===== src/rtl/serial_subtractor.sv =====
// serial_subtractor: bit-serial A - B - Bin, LSB first, one full-subtractor step per clock.
module serial_subtractor #(
  parameter int WIDTH = 8
) (
  input  logic             CLK,
  input  logic             RST_N,
  input  logic             Start,
  input  logic [WIDTH-1:0] A,
  input  logic [WIDTH-1:0] B,
  input  logic             Bin,
  output logic [WIDTH-1:0] D,
  output logic             Bout,
  output logic             Ovf,
  output logic             Busy,
  output logic             Done
);
  localparam int CW = $clog2(WIDTH) + 1;
  localparam logic [CW-1:0] LAST = CW'(WIDTH - 1);
  typedef enum logic [1:0] {IDLE, SHIFT, DONE} state_t;
  state_t state_q, state_d;
  logic [WIDTH-1:0] a_q, a_d, b_q, b_d, diff_q, diff_d, d_q, d_d;
  logic [CW-1:0] cnt_q, cnt_d;
  logic br_q, br_d, bout_q, bout_d, ovf_q, ovf_d;
  logic bit_d, bit_br;
  always_ff @(posedge CLK or negedge RST_N) begin
    if (!RST_N) begin
      state_q <= IDLE;
      a_q     <= '0;
      b_q     <= '0;
      diff_q  <= '0;
      d_q     <= '0;
      cnt_q   <= '0;
      br_q    <= 1'b0;
      bout_q  <= 1'b0;
      ovf_q   <= 1'b0;
    end else begin
      state_q <= state_d;
      a_q     <= a_d;
      b_q     <= b_d;
      diff_q  <= diff_d;
      d_q     <= d_d;
      cnt_q   <= cnt_d;
      br_q    <= br_d;
      bout_q  <= bout_d;
      ovf_q   <= ovf_d;
    end
  end
  assign bit_d  = a_q[0] ^ b_q[0] ^ br_q;
  assign bit_br = (~a_q[0] & b_q[0]) | (~(a_q[0] ^ b_q[0]) & br_q);
  always_comb begin
    state_d = state_q;
    a_d     = a_q;
    b_d     = b_q;
    diff_d  = diff_q;
    d_d     = d_q;
    cnt_d   = cnt_q;
    br_d    = br_q;
    bout_d  = bout_q;
    ovf_d   = ovf_q;
    if (state_q != SHIFT && Start) begin
      state_d = SHIFT;
      a_d     = A;
      b_d     = B;
      br_d    = Bin;
      diff_d  = '0;
      cnt_d   = '0;
    end else if (state_q == SHIFT) begin
      a_d    = a_q >> 1;
      b_d    = b_q >> 1;
      br_d   = bit_br;
      diff_d = {bit_d, diff_q[WIDTH-1:1]};
      cnt_d  = cnt_q + 1'b1;
      // Final bit: results load from the same step that produces the MSB.
      if (cnt_q == LAST) begin
        state_d = DONE;
        d_d     = diff_d;
        bout_d  = bit_br;
        ovf_d   = br_q ^ bit_br;
      end
    end else begin
      state_d = IDLE;
    end
  end
  assign D    = d_q;
  assign Bout = bout_q;
  assign Ovf  = ovf_q;
  assign Busy = state_q == SHIFT;
  assign Done = state_q == DONE;
endmodule

===== config.mk =====
export PLATFORM = sky130hd
export DESIGN_NAME = serial_subtractor
export DESIGN_NICKNAME = d
export VERILOG_FILES = /design/src/rtl/serial_subtractor.sv
export SDC_FILE = /design/constraint.sdc
export NUM_CORES = 1
export LEC_CHECK = 0
export CAP_MARGIN = 10
export CORE_MARGIN = 3
export CORE_UTILIZATION = 41
export CTS_BUF_LIST = sky130_fd_sc_hd__clkbuf_4 sky130_fd_sc_hd__clkbuf_8
export CTS_CLUSTER_SIZE = 8
export DETAILED_ROUTE_END_ITERATION = 10
export GPL_TIMING_DRIVEN = 0
export PLACE_DENSITY = 0.63
export SLEW_MARGIN = 40
export SYNTH_ARGS = -nofsm -noshare
export SYNTH_HDL_FRONTEND = slang
export SYNTH_SLANG_ARGS = --single-unit

===== constraint.sdc =====
create_clock -name CLK -period 2.35 [get_ports CLK]
set_input_delay 0.235 -clock CLK [delete_from_list [all_inputs] [get_ports CLK]]
set_output_delay 0.235 -clock CLK [all_outputs]
set_load 0.1 [all_outputs]

### After elaboration in Yosys (flattened, before gate mapping)

Index checks and enable logic that the tools add are counted.

* $mul: 0
* reductions and logical operators: 3
* order comparisons: 0
* shift operators: 0
* divide/modulo/power cells: 0
* $add $sub $neg: 1
* equal/unequal tests: 5
* bitwise gates (word level): 9
* muxes and demuxes: 13

Operators with widths (number)
* 8-bit 2-to-1 mux: 6
* 4-bit 2-to-1 mux: 2
* 2-bit 2-to-1 mux: 3
* 4-bit by 1-bit adder with 4-bit output (second input constant): 1
* 4-bit by 3-bit == test with 1-bit output (second input constant): 1
* 3-bit by 1-bit inequality test with 1-bit output (second input constant): 1
* 1-bit NOT: 3
* 3-bit AND reduction: 1
* 1-bit XOR: 3
* 1-bit AND: 2
* 2-bit by 1-bit == test with 1-bit output (second input constant): 1
* 2-bit == test (second input constant): 1
* 1-bit 2-to-1 mux: 2
* 2-bit by 1-bit inequality test with 1-bit output (second input constant): 1
* 2-bit nonzero test: 1
* 1-bit logical AND: 1
* 1-bit OR: 1

* input port bits: 20
* bits in read-only memories: 0
* bits in latches: 0
* output and inout port bits: 12
* memories kept: 0
* register bits: 41
* logic and storage cells: 40
* bits in writable memories: 0

### Longest topological paths before layout

Gate-level depths: netlist of run 1.

* word-level depth: 6
* gate-level depth with buffers: 5

### Worst setup path after synthesis of run 1

No wires, ideal clock.

* path kind: flip-flop to flip-flop
* from: reg state_q[1]
* to: reg br_q
* cell stages (with the launch flop): 5
* library setup time: 0.178 ns
* path slack: 0.376 ns
* required time: 2.172 ns
* path buffers: 2
* clock period less this slack: 1.974 ns
* arrival: 1.796 ns
* path through: dfrtp_1 > nor2b_4 > buf_6 > clkbuf_1 > a21oi_1

* elaborated cells between the ends (all ways): 5
* classes of those cells: eq/ne: 2; mux: 1; reduce/logical: 2

RTL lines
* start, declared: line 20 `state_t state_q, state_d;`
* start signal, assigned: line 37 `state_q <= state_d;`
* 2-bit by 1-bit == test with 1-bit output
* via Busy: line 14 `output logic Busy,`
* 2-bit nonzero test (no source line)
* end signal, assigned: line 43 `br_q <= br_d;`
* end, declared: line 23 `logic br_q, br_d, bout_q, bout_d, ovf_q, ovf_d;`

The timed path passes the listed nets, and every way through them passes these cells.
A chain may end at the register's enable or synchronous reset.

### Worst setup path after layout of run 1

* from: reg state_q[1]
* to: out Busy

* cells in the longest elaborated chain, start to end: 1

Ends and longest elaborated chain
* 2-bit by 1-bit == test with 1-bit output: line 87 `assign Busy = state_q == SHIFT;`
* end, declared: line 14

No other way between the ends.

==> summary.md, run 1 <==
| Metric | Value |
|---|---|
| Setup Skew | `~8.2 ps` |
| Tmin final | `~2100 ps` |
| H-tree lvl count | `2` |
| Wire per inst | `around 14 µm` |
| Largest family of logic cells by synthesized area | `multiplexers` |
| Clock transition at path regs | `approximately 70 ps` |
| Clock share of power | `a little over an eighth` |
| DR WL met3 | `154 µm` |
| CP peak stage delay | `about 510 ps` |
| CTS tree | `done` |
| Relative slew slack | `between 60% and 70%` |
| Initial DRC Count | `66` |
| Finished Core Util | `53.1%` |
| Largest net degree at the start of global routing | `~40` |
| Nets | `212` |
| Mean Syn Cell Area | `between 10 and 15 µm²` |
| Port bufs | `30` |
| Number of flops mapped to enable cells by yosys | `0` |
| DR vias/cell | `4.99` |
| Area leader, netlist | `dfrtp_1` |
| Synth Area in Compound Gates | `7.26%` |
| Initial core utilization | `43.5%` |
| CP max stage cell | `buf_2` |
| Outcome | `complete, no violations` |
| Crit path max-delay family | `buffers and inverters` |
| Startpoint type of the worst setup path | `register` |
| Worst Hold Class | `in2reg` |
| Synth area leaders | `dfrtp_1 56%, mux2i_1 10%, o21ai_0 6.1%, mux2_4 5.9%, nand2_1 4.8%` |
| Placer Congestion | `0.725` |
| Final Setup Violations | `0` |
| Die Y-Extent | `slightly above 70 µm` |
| Global Route Usage Sum | `between 10% and 20%` |
| Highest metal used | `met4` |
| Sequential-to-total area share from yosys stat | `between 50% and 60%` |
| Worst Path Buf+Inv | `3` |
| Initial antenna violation count | `0` |
| Post-route design area | `2180 µm²` |
| TritonCTS Buffers | `5` |
| Synthesized area | `between 1500 and 2000 µm²` |
| Hold Buf Count CTS | `1` |
| Max-slew violations | `0` |
| Max Cap Viol | `0` |
| # DRC | `0` |
| DRT met1 WL | `between 1.5 and 2 mm` |
| Antenna Cells | `0` |
| Setup ws final | `between 200 and 300 ps` |
| Clock Tree Buf Depth | `2` |
| Total grt overflow | `0` |
| Area growth, synth to finish | `21.9%` |
| Switching power total | `between 1.5 and 2 mW` |
| Max FO, Critical Path | `10` |
| FMAX | `just under 500 MHz` |
| Total power | `3.27 mW` |
| Slew @ Worst Pin | `498 ps` |
| Share of the synthesized area in the top cell type | `55.9%` |
| Placed instance count | `between 200 and 250` |
| Synth Area in XOR/XNOR | `less than 1%` |
| Gate power share | `between 50% and 60%` |
| Worst-path cell chain | `nor2b_4, buf_6, clkbuf_1, buf_2` |
| Mux contribution to synthesized area | `between 10% and 20%` |
| Syn Inst Count | `between 150 and 200` |
| CORE AREA | `between 4000 and 5000 µm²` |
| Crit share post-route | `about 88%` |
| Synth Area in Adders | `1.82%` |
| CP endpoint kind | `output port` |
| Post-DP HPWL | `~2.3 mm` |
| Max VDD drop | `between 0.8 and 0.9 mV` |
| Num rows | `23` |
| CTS root buf | `clkbuf_8` |
| Switching share of power | `between 40% and 50%` |
| Final-report hold violation count | `0` |
| Critical Path AT | `roughly 1800 ps` |
| IO Pins | `32` |
| Clock latency on the worst-skew pair | `280 ps` |
| Placed cell areas | `2090 µm²` |
| Post-cts resize count | `0` |
| Detailed route wirelength on metal2 | `roughly 1.6 mm` |
| Share of cells above drive strength 1 | `around 20%` |
| Fraction of registers with async set/reset | `100%` |
| Leakage power total | `slightly above 1 nW` |
| Synth Warn # | `0` |
| Final wirelength | `between 3 and 4 mm` |
| CTS sink count | `40` |
| Count leader, synth | `dfrtp_1` |
| Die footprint | `5200 µm²` |
| Vias post-DR | `roughly 1200` |
| Die Span X | `around 72 µm` |
| RSZ-0062 raised after global routing | `no` |
| Pwr/cell area | `about 1500 nW/µm²` |
| Fin cells | `240` |
| DR pass1 iterations | `4` |
| Simple logic cell fraction of the synthesized area | `a little under an eighth` |
| # Post-CTS Setup Buffers | `0` |
| First-pass GRT wire length | `around 5.7 mm` |
| Kind of critical path | `reg2out` |
| Sequential share of power | `between 30% and 40%` |
| Vias in the first global route | `about 1200` |
| Synth cell count leaders | `40 x dfrtp_1, 23 x nand2_1, 22 x o21ai_0` |
| Count of cell types in the netlist | `24` |
| Routed Antenna Nets | `0` |
| Pre-CTS WS | `around 600 ps` |
| CP required | `between 2000 and 2500 ps` |
| P_int | `around 1.7 mW` |
| Mapped Nets | `about 170` |
| Top_reg_cell synth | `dfrtp_1` |
| Seq cells post-synth | `40` |
## final cells by class
cell class | count | area, µm²
clock inverters | 1 | 5.00
repair buffers | 31 | 248
plain buffers | 10 | 65.1
inverters | 3 | 11.3
fillers | 370 | 1930
well taps | 50 | 62.6
flip-flops and latches | 40 | 1000
clock buffers | 6 | 76.3
multi-input cells | 99 | 714
## layer usage
| layer | up-vias | track usage [%] |
|---|---|---|
| li1 | 581 | - |
| met1 | 585 | 18.1 |
| met2 | 27 | 23.2 |
| met3 | 4 | 3.46 |
| met4 | 0 | 6.26 |
| met5 | - | 0 |
## power by group through the flow
stage / logic [mW] / clock network, mW / registers [mW]
after CTS: 1.69 / 0.441 / 1.18
after detailed placement: 1.68 / 0 / 1.19
final: 1.67 / 0.426 / 1.18
after floorplan: 0.799 / 0 / 1.73
after global placement: 1.73 / 0 / 1.17
after global routing: 1.80 / 0.469 / 1.22
## registers in the layout, summed over array words and instances, names as in the netlist
| signal | flops |
|---|---|
| Bout | 1 |
| D | 8 |
| Ovf | 1 |
| a_q | 8 |
| b_q | 8 |
| br_q | 1 |
| cnt_q | 4 |
| diff_q | 7 |
| state_q | 2 |
## layout by cell type (no fill, tap or decap), types with 2 or more instances in the layout
cell / n
xnor2_1: 2
nand2b_1: 8
mux2i_1: 18
mux2_4: 7
clkdlybuf4s50_1: 17
o21ai_0: 22
inv_1: 3
buf_2: 15
clkbuf_8: 5
mux2_2: 4
clkbuf_1: 5
dfrtp_1: 40
nor2_1: 4
nor2b_1: 2
nand2_1: 23
## stage by stage
stage / hold slack, ps / TNS (ps)
floorplan: -60.6 / 0
global placement: 459 / -107
detailed placement: 244 / 0
CTS: 335 / 0
global route: 364 / 0
finish: 343 / 0
## tightest hold or removal path, delay by kind of cell
family                 cells  cell delay (ps)
AND/OR/NAND/NOR            1              120
AO/OA/AOI/OAI              1               60
buffers and inverters      1              170
## kinds of logic (layout without fill, tap and decap cells)
logic type,count (synthesis),in the layout
AO/OA/AOI/OAI,25,25
adder cells (fa/ha/maj),2,2
AND/OR/NAND/NOR,41,41
XOR/XNOR,2,2
multiplexers,29,29
buffers and inverters,13,51
flip-flops,40,40
## worst paths after layout
path	start	slack, ps	endpoint	cells after the start
max in group asynchronous	RST_N	1540	D[0]$_DFFE_PN0P_	2
worst max register to register	state_q[1]$_DFFE_PN0P_	840	Ovf$_DFFE_PN0P_	5
worst min-delay path	Start	340	diff_q[5]$_DFFE_PN0P_	3
worst min register to register	a_q[1]$_DFFE_PN0P_	480	a_q[0]$_DFFE_PN0P_	2
min in group asynchronous	RST_N	460	Bout$_DFFE_PN0P_	2
worst max-delay path	state_q[1]$_DFFE_PN0P_	280	Busy	4
Note: power is estimated with default switching activity, not from simulation.
==> run 2: changes to the inputs <==
CTS_CLUSTER_DIAMETER = 40   (was default)
clock period = 2.59 ns   (was 2.35 ns; I/O delays follow)
==> results of run 2 <==
The final DEF is identical to that of run 1. Status: complete, no violations.
Main changes from that run: setup slack after placement 599 ps -> 815 ps; setup slack after layout 284 ps -> 500 ps; hold slack 343 ps -> 367 ps; register-to-register setup slack 840 ps -> 1080 ps; total power 3.27 mW -> 2.97 mW; worst IR drop on VDD 0.846 mV -> 0.768 mV
